File: src/rtl/encoder_homing_controller.sv
// Homing sequencer: seek limit, back off, find index, clear the encoder counter. All outputs are registered.
// Reacts to start, abort and synced inputs on the next clock. There is no backpressure, and abort overrides any transition.
module encoder_homing_controller #(
    parameter int COUNT_WIDTH    = 32,
    parameter int BACKOFF_COUNTS = 64,
    parameter int TIMEOUT_CYCLES = 1000000,
    parameter int SYNC_STAGES    = 2
) (
    input  logic                   clk,
    input  logic                   rst,
    input  logic                   start,
    input  logic                   abort,
    input  logic                   limit_sw,
    input  logic                   index,
    input  logic [COUNT_WIDTH-1:0] pulse_count,
    output logic                   motor_en,
    output logic                   motor_dir,
    output logic                   cnt_clear,
    output logic                   busy,
    output logic                   done,
    output logic                   error,
    output logic [1:0]             err_code,
    output logic [COUNT_WIDTH-1:0] home_pos
);
    localparam int TW = $clog2(TIMEOUT_CYCLES + 1);

    typedef enum logic [2:0] {
        S_IDLE, S_SEEK_LIMIT, S_BACKOFF, S_SEEK_INDEX, S_ZERO, S_FAULT
    } state_t;

    state_t                 state_q, state_d;
    logic [TW-1:0]          timer_q, timer_d;
    logic [SYNC_STAGES-1:0] limit_sync_q, limit_sync_d;
    logic [SYNC_STAGES-1:0] index_sync_q, index_sync_d;
    logic                   index_prev_q, index_prev_d;
    logic [COUNT_WIDTH-1:0] ref_q, ref_d;
    logic                   motor_en_q, motor_en_d;
    logic                   motor_dir_q, motor_dir_d;
    logic                   cnt_clear_q, cnt_clear_d;
    logic                   busy_q, busy_d;
    logic                   done_q, done_d;
    logic                   error_q, error_d;
    logic [1:0]             err_code_q, err_code_d;
    logic [COUNT_WIDTH-1:0] home_pos_q, home_pos_d;

    logic                   limit_s, index_s, index_edge, timeout;
    logic [COUNT_WIDTH-1:0] travel;

    assign limit_s    = limit_sync_q[SYNC_STAGES-1];
    assign index_s    = index_sync_q[SYNC_STAGES-1];
    assign index_edge = index_s & ~index_prev_q;
    assign timeout    = (timer_q == TW'(TIMEOUT_CYCLES - 1));
    // Modular distance: stays correct when the counter wraps through zero.
    assign travel     = pulse_count - ref_q;

    always_comb begin
        state_d      = state_q;
        ref_d        = ref_q;
        motor_en_d   = motor_en_q;
        motor_dir_d  = motor_dir_q;
        busy_d       = busy_q;
        error_d      = error_q;
        err_code_d   = err_code_q;
        home_pos_d   = home_pos_q;
        cnt_clear_d  = 1'b0;
        done_d       = 1'b0;
        limit_sync_d = {limit_sync_q[SYNC_STAGES-2:0], limit_sw};
        index_sync_d = {index_sync_q[SYNC_STAGES-2:0], index};
        index_prev_d = index_s;

        if (abort && (state_q inside {S_SEEK_LIMIT, S_BACKOFF, S_SEEK_INDEX, S_ZERO})) begin
            state_d     = S_IDLE;
            motor_en_d  = 1'b0;
            motor_dir_d = 1'b0;
            busy_d      = 1'b0;
        end else begin
            case (state_q)
                S_IDLE, S_FAULT: begin
                    if (start && !abort) begin
                        state_d     = S_SEEK_LIMIT;
                        motor_en_d  = 1'b1;
                        motor_dir_d = 1'b0;
                        busy_d      = 1'b1;
                        error_d     = 1'b0;
                        err_code_d  = 2'b00;
                    end
                end
                S_SEEK_LIMIT: begin
                    if (limit_s) begin
                        state_d     = S_BACKOFF;
                        ref_d       = pulse_count;
                        motor_dir_d = 1'b1;
                    end else if (timeout) begin
                        state_d    = S_FAULT;
                        err_code_d = 2'b01;
                    end
                end
                S_BACKOFF: begin
                    if (travel >= COUNT_WIDTH'(BACKOFF_COUNTS) && !limit_s) begin
                        state_d = S_SEEK_INDEX;
                    end else if (timeout) begin
                        state_d    = S_FAULT;
                        err_code_d = 2'b10;
                    end
                end
                S_SEEK_INDEX: begin
                    // Touching the limit again means the index was missed.
                    if (limit_s || timeout) begin
                        state_d    = S_FAULT;
                        err_code_d = 2'b11;
                    end else if (index_edge) begin
                        state_d     = S_ZERO;
                        home_pos_d  = pulse_count;
                        motor_en_d  = 1'b0;
                        cnt_clear_d = 1'b1;
                        done_d      = 1'b1;
                    end
                end
                S_ZERO: begin
                    state_d     = S_IDLE;
                    busy_d      = 1'b0;
                    motor_dir_d = 1'b0;
                end
                default: state_d = S_IDLE;
            endcase

            if (state_d == S_FAULT && state_q != S_FAULT) begin
                motor_en_d  = 1'b0;
                motor_dir_d = 1'b0;
                busy_d      = 1'b0;
                error_d     = 1'b1;
            end
        end

        if (state_d != state_q || state_q inside {S_IDLE, S_ZERO, S_FAULT}) begin
            timer_d = '0;
        end else begin
            timer_d = timer_q + TW'(1);
        end
    end

    always_ff @(posedge clk or posedge rst) begin
        if (rst) begin
            state_q      <= S_IDLE;
            timer_q      <= '0;
            limit_sync_q <= '0;
            index_sync_q <= '0;
            index_prev_q <= 1'b0;
            ref_q        <= '0;
            motor_en_q   <= 1'b0;
            motor_dir_q  <= 1'b0;
            cnt_clear_q  <= 1'b0;
            busy_q       <= 1'b0;
            done_q       <= 1'b0;
            error_q      <= 1'b0;
            err_code_q   <= 2'b00;
            home_pos_q   <= '0;
        end else begin
            state_q      <= state_d;
            timer_q      <= timer_d;
            limit_sync_q <= limit_sync_d;
            index_sync_q <= index_sync_d;
            index_prev_q <= index_prev_d;
            ref_q        <= ref_d;
            motor_en_q   <= motor_en_d;
            motor_dir_q  <= motor_dir_d;
            cnt_clear_q  <= cnt_clear_d;
            busy_q       <= busy_d;
            done_q       <= done_d;
            error_q      <= error_d;
            err_code_q   <= err_code_d;
            home_pos_q   <= home_pos_d;
        end
    end

    assign motor_en  = motor_en_q;
    assign motor_dir = motor_dir_q;
    assign cnt_clear = cnt_clear_q;
    assign busy      = busy_q;
    assign done      = done_q;
    assign error     = error_q;
    assign err_code  = err_code_q;
    assign home_pos  = home_pos_q;
endmodule
File: config.mk
export PLATFORM = sky130hd
export DESIGN_NAME = encoder_homing_controller
export DESIGN_NICKNAME = d
export VERILOG_FILES = /design/src/rtl/encoder_homing_controller.sv
export SDC_FILE = /design/constraint.sdc
export NUM_CORES = 1
export LEC_CHECK = 0
export ABC_CLOCK_PERIOD_IN_PS = 5000
export BUFFER_PORTS_ARGS = -buffer_cell sky130_fd_sc_hd__buf_2
export CAP_MARGIN = 30
export CORE_MARGIN = 2
export CORE_UTILIZATION = 30
export CTS_BUF_LIST = sky130_fd_sc_hd__clkbuf_8
export CTS_CLUSTER_DIAMETER = 30
export DETAILED_ROUTE_END_ITERATION = 8
export PLACE_DENSITY = 0.5
export SLEW_MARGIN = 20
export SYNTH_ARGS = -nofsm -noshare
export SYNTH_HDL_FRONTEND = slang
export SYNTH_SLANG_ARGS = --single-unit
export TNS_END_PERCENT = 1
File: constraint.sdc
create_clock -name clk -period 5 [get_ports clk]
set_input_delay 0.25 -clock clk [delete_from_list [all_inputs] [get_ports clk]]
set_output_delay 0.25 -clock clk [all_outputs]
set_load 0.02 [all_outputs]
### After elaboration in Yosys (flattened, before gate mapping)

Index checks and enable logic that the tools add are counted.

| cells by class | value |
|---|---|
| add/subtract/negate cells | 2 |
| magnitude comparators | 1 |
| equal/unequal tests | 19 |
| muxes and demuxes | 37 |
| bitwise gates (word level) | 4 |
| reduce and logical (&&, ||, !) cells | 25 |

Operators by type and width:

| cell | count |
|---|---|
| 32-bit by 7-bit greater-or-equal comparator with 1-bit output (second input constant) | 1 |
| 32-bit subtractor | 1 |
| 3-bit 2-to-1 mux | 8 |
| 20-bit by 1-bit adder with 20-bit output (second input constant) | 1 |
| 20-bit equality test (second input constant) | 1 |
| 20-bit 2-to-1 mux | 1 |
| 1-bit 2-to-1 mux | 17 |
| 4-bit nonzero test | 4 |
| 2-bit 2-to-1 mux | 6 |
| 3-bit case mux with 4 select lines | 1 |
| 2-bit != test (second input constant) | 5 |
| 3-bit equality test (second input constant) | 3 |
| 3-bit AND reduction | 3 |
| 4-bit by 2-bit != test with 1-bit output (second input constant) | 2 |
| 2-bit case mux with 4 select lines | 1 |
| 4-bit AND reduction | 2 |
| 8-bit AND reduction | 1 |
| 3-bit by 2-bit equality test with 1-bit output (second input constant) | 2 |
| 5-bit nonzero test | 1 |
| 1-bit logical AND | 4 |
| 4-bit by 3-bit != test with 1-bit output (second input constant) | 1 |
| 4-bit != test (second input constant) | 1 |
| 1-bit case mux with 2 select lines | 2 |
| 2-bit nonzero test | 2 |
| 13 further kinds | 17 |

| word-level totals | value |
|---|---|
| flip-flop bits (word level) | 99 |
| input port bits | 38 |
| output and inout port bits | 40 |

### Depth between registers and ports, before layout

| logic depth | value |
|---|---|
| depth after elaboration | 10 |
| gate-level depth with buffers | 15 |
| gate-level depth less buffers | 14 |

### Least setup slack after synthesis

No wires, ideal clock.

| path | value |
|---|---|
| path type | reg2reg |
| start point | register ref_q[0] |
| end point | register timer_q[12] |
| setup time | 69 ps |
| arrival time | 3330 ps |
| slack | 1601 ps |
| cell stages (with the launch flop) | 15 |
| path buffers | 1 |
| cells stage by stage | dfrtp_1 -> ha_1 -> inv_1 -> fa_1 -> a211oi_1 -> o21ai_1 -> and3b_1 -> o31a_1 -> or3_1 -> a2111o_1 -> nor4_2 -> nand3_1 -> a31o_2 -> buf_6 -> nor2_2 |

| between the ends | value |
|---|---|
| word-level cells in the longest chain between the ends | 10 |

RTL lines:

| item | RTL line | source |
|---|---|---|
| start, declared | 36 | `logic [COUNT_WIDTH-1:0] ref_q, ref_d;` |
| start signal, assigned | 164 | `ref_q <= ref_d;` |
| 32-bit subtractor | 54 | `assign travel = pulse_count - ref_q;` |
| 32-bit by 7-bit greater-or-equal comparator with 1-bit output | 99 | `if (travel >= COUNT_WIDTH'(BACKOFF_COUNTS) && !limit_s) begin` |
| 1-bit logical AND | 99 |  |
| 3-bit 2-to-1 mux | 99 |  |
| 3-bit case mux with 4 select lines | 77 | `case (state_q)` |
| 3-bit 2-to-1 mux (2 in series) | 71 | `if (abort && (state_q inside {S_SEEK_LIMIT, S_BACKOFF, S_SEEK_INDEX, S_ZERO})) begin` |
| 3-bit != test | 135 | `if (state_d != state_q \|\| state_q inside {S_IDLE, S_ZERO, S_FAULT}) begin` |
| 1-bit logical OR | 135 |  |
| 20-bit 2-to-1 mux | 135 |  |
| named net timer_d[12] | 32 | `logic [TW-1:0] timer_q, timer_d;` |
| end signal, assigned | 160 | `timer_q <= timer_d;` |
| end, declared | 32 |  |

The timed path passes the listed nets, and every way through them passes these cells. The select of a mux whose other input is x is not followed.
A chain may end at the register's enable or synchronous reset.

### Worst setup path in the final report

| path | value |
|---|---|
| start point | register ref_q[0] |
| end point | register timer_q[8] |

The elaborated chain is that of the path after synthesis.

==> results.py <==
metrics = {
    "run_status": {
        "outcome": "completed",
    },
    "cts": {
        "cts_buffers": 9,
        "clock-root-buffer": "clkbuf_8",
        "post_cts_buffers": 0,
        "clock_path_buffers": 2,
        "clkLatencyLatePin_ns": 0.40,
        "cts_tree": "yes",
        "cts-htree-levels": 3,
        "clock_sinks": 99,
        "cts_resized": 0,
        "cts_hold_buffers": 3,
        "path_clk_slew_ns": 0.11,
    },
    "floorplanning": {
        "io_pins": 78,
        "die_x_um": 149,
        "start_util_pct": 30.3,
        "core_sq_mm": 0.0208,
        "fp.dieH_um": 149,
        "die-area_sq_mm": 0.0222,
        "rows": 53,
    },
    "yosys": {
        "synth.area.top_cells": "dfrtp_1 (39%), mux2_2 (6.4%), ha_1 (6.3%)",
        "synth_area_sq_mm": 0.00631,
        "synth_fp_nets": 768,
        "yosysTopAreaCell": "dfrtp_1",
        "synth_top_area_share_pct": 39.3,
        "syn_area_per_cell_sq_um": 9.05,
        "yosysUniqueCellTypes": 70,
        "ys_seq_area_share_pct": 39.3,
        "synth-edff-count": 0,
        "ys_seq_elements": 99,
        "async_flop_share_pct": 100,
        "syn-instance-count": 697,
        "synthFlopType": "dfrtp_1",
        "yosysWarnings": 0,
    },
    "sta": {
        "grt_setup_unrepaired": "no",
        "skew_ns": 0.0157,
        "setup-violations-final": 0,
        "drv_slew": 0,
        "period_minus_slack_ns": 3.93,
        "max-slew-margin-rel_pct": 39.0,
        "finalSetupTns_ns": 0,
        "finalHoldWorstSlack_ns": 0.0901,
        "fin_crit_sh_pct": 78.7,
        "fmax_mhz": 254,
        "worst_slew_pin_slew_ns": 0.914,
        "hold_violations": 0,
    },
    "critical_path": {
        "worst-path-max-fanout": 20,
        "reg2reg_from": "ref_q[0]$_DFFE_PP0P_",
        "cp_data_required_time_ns": 5.32,
        "slowest_stage": "a31o_2",
        "cpPeakStageDelay_ns": 0.45,
        "crit_arrival_ns": 4.26,
        "rr_endpoint": "timer_q[8]$_DFF_PP0_",
        "ff2ff_setup_slack_ns": 1.07,
        "rr_worst_depth": 13,
        "worstSetupPathType": "reg2reg",
        "path_cells": "ha_1 -> inv_1 -> fa_1 -> a211oi_1 -> o21ai_1 -> and3b_1 -> o31a_1 -> or3_1 -> a2111o_1 -> nor4_2 -> nand3_1 -> a31o_2 -> nor2_2",
        "cp-start-kind": "flop",
        "endpoint_kind": "flop",
    },
    "global_routing": {
        "grt_pass1_vias": 4907,
        "grt_overflow": 0,
        "grt_max_degree": 64,
        "grtUsageTotal_pct": 14.5,
        "grt_pass1_wl_mm": 25.8,
        "antenna_found_initial": 0,
    },
    "finish": {
        "fin_area_sq_mm": 0.00709,
        "drive_gt1_share_pct": 21.8,
        "final_cells": 1032,
        "final_nets": 823,
        "diodes": 0,
        "utilization_pct": 34.0,
        "fillers": 2179,
        "syn_to_final_growth_pct": 12.3,
    },
    "hold_path": {
        "min_to": "ref_q[24]$_DFFE_PP0P_",
        "hp-start": "pulse_count[24]",
        "hp-class": "in2reg",
        "hold_depth": 3,
    },
    "drt": {
        "wl_per_cell_um": 14.8,
        "firstDrtPassIters": 4,
        "via_per_inst": 5.02,
        "num_vias": 5178,
        "wirelength_mm": 15.3,
        "drtIter0Drc": 335,
        "drtAntennaViolNets": 0,
        "drc": 0,
    },
    "power_and_ir_drop": {
        "powerDensity_mw_per_mm2": 544,
        "peakVddDrop_mv": 0.157,
        "p_leak_nw": 3.22,
    },
    "place": {
        "port-buffer-count": 77,
        "dp_cells": 1013,
        "gp_congestion": 0.843,
        "dp_hpwl_mm": 11.1,
        "post_dp_cell_area_sq_mm": 0.00688,
    },
    "job": {
        "drv_cap": 0,
    },
}
## cells in the mapped netlist (8+ instances only)
library cell and instances:
inv_1 39, clkbuf_1 25, nor2b_1 10, mux2_2 36, a211oi_1 11, o21ai_0 59
nor2_2 20, o21a_1 9, nand3_1 28, nand2_1 78, nand4_1 12, xnor2_1 10
ha_1 32, xor2_1 17, dfrtp_1 99, a21oi_1 45, or4_1 8, buf_2 9
a21o_1 10, nor2_1 27, and3_1 12, nor3_1 8
## layout by cell type (no fill, tap or decap), types with 5 or more instances in the layout
master / instances
o22ai_1: 5
inv_1: 38
o21a_1: 9
or4_1: 8
xor2_1: 17
o21ai_0: 59
a211oi_1: 11
dfrtp_1: 99
clkbuf_8: 10
a21oi_1: 45
nor2_1: 27
nor4_1: 5
xnor2_1: 10
and3_1: 12
nand4_1: 12
a31oi_1: 5
a21o_1: 10
nor2_2: 20
nor2b_1: 10
nand2_1: 78
nor3_1: 7
mux2_2: 36
nand3_1: 28
o211ai_1: 5
or3_1: 5
ha_1: 32
buf_2: 77
## worst max-delay path: cells and delay by family (launching register included)
family                     cells  cell delay (ns)
AOI/OAI and AO/OA              5             1.68
and+or+nand+nor                5             1.22
adders and majority gates      2             0.54
DFF                            1             0.36
buffers and inverters          1             0.05
## sequential cells by signal, indices dropped and copies added (netlist names)
| name | count |
|---|---|
| busy | 1 |
| done | 1 |
| err_code | 2 |
| error | 1 |
| home_pos | 32 |
| index_prev_q | 1 |
| index_sync_q | 2 |
| limit_sync_q | 2 |
| motor_dir | 1 |
| motor_en | 1 |
| ref_q | 32 |
| state_q | 3 |
| timer_q | 20 |
## layout make-up
cell class                      count  area [sq um]  share of cell area, %
Clock buffer                       10           138                   1.94
Clock inverter                      6          37.5                  0.529
Inverter                           39           149                   2.10
Multi-Input combinational cell    520          3510                   49.5
Sequential cell                    99          2480                   34.9
Tap cell                          275           344                   4.85
Timing Repair Buffer               83           438                   6.18
## per-stage QoR
step / total power, mW / setup WS (ns)
after floorplan: 2.86 / 1.60
after global placement: 3.37 / 1.07
after detailed placement: 3.36 / 0.990
after CTS: 3.89 / 1.02
after global routing: 4.22 / 0.790
final: 3.86 / 1.07
## how the worst max path moves through the flow
stage / start / endpoint / slack (ns) / cells past startpoint
2_1_floorplan: ref_q[0]$_DFFE_PP0P_ / timer_q[12]$_DFF_PP0_ / 1.60 / 14
3_3_place_gp: pulse_count[0] / timer_q[3]$_DFF_PP0_ / 1.07 / 15
3_5_place_dp: pulse_count[0] / timer_q[8]$_DFF_PP0_ / 0.99 / 15
4_1_cts: ref_q[0]$_DFFE_PP0P_ / timer_q[8]$_DFF_PP0_ / 1.02 / 13
5_1_grt: ref_q[0]$_DFFE_PP0P_ / timer_q[7]$_DFF_PP0_ / 0.79 / 13
6_report: ref_q[0]$_DFFE_PP0P_ / timer_q[8]$_DFF_PP0_ / 1.07 / 13
## metal layers
metal  track usage (%)  up-vias  part of all wire [%]
li1                  -     2598                     -
met1              20.4     2478                    49
met2              22.9       92                    46
met3              3.09       10                   3.5
met4              3.67        0                   1.0
met5                 0        -                     0
## cell families after synthesis
| family | share of synthesized area (%) |
|---|---|
| AND/OR/NAND/NOR | 19.0 |
| AO/OA/AOI/OAI | 19.0 |
| flip-flops | 39.3 |
| buffers and inverters | 5.29 |
| multiplexers | 7.06 |
| adder cells (fa/ha/maj) | 6.66 |
| XOR/XNOR | 3.75 |
## where the power goes
part / internal, mW / switching, mW
Combinational: 0.849 / 1.34
Clock: 0.195 / 0.313
Sequential: 1.04 / 0.120
Total: 2.09 / 1.77
Power figures use the tool's default switching activity.
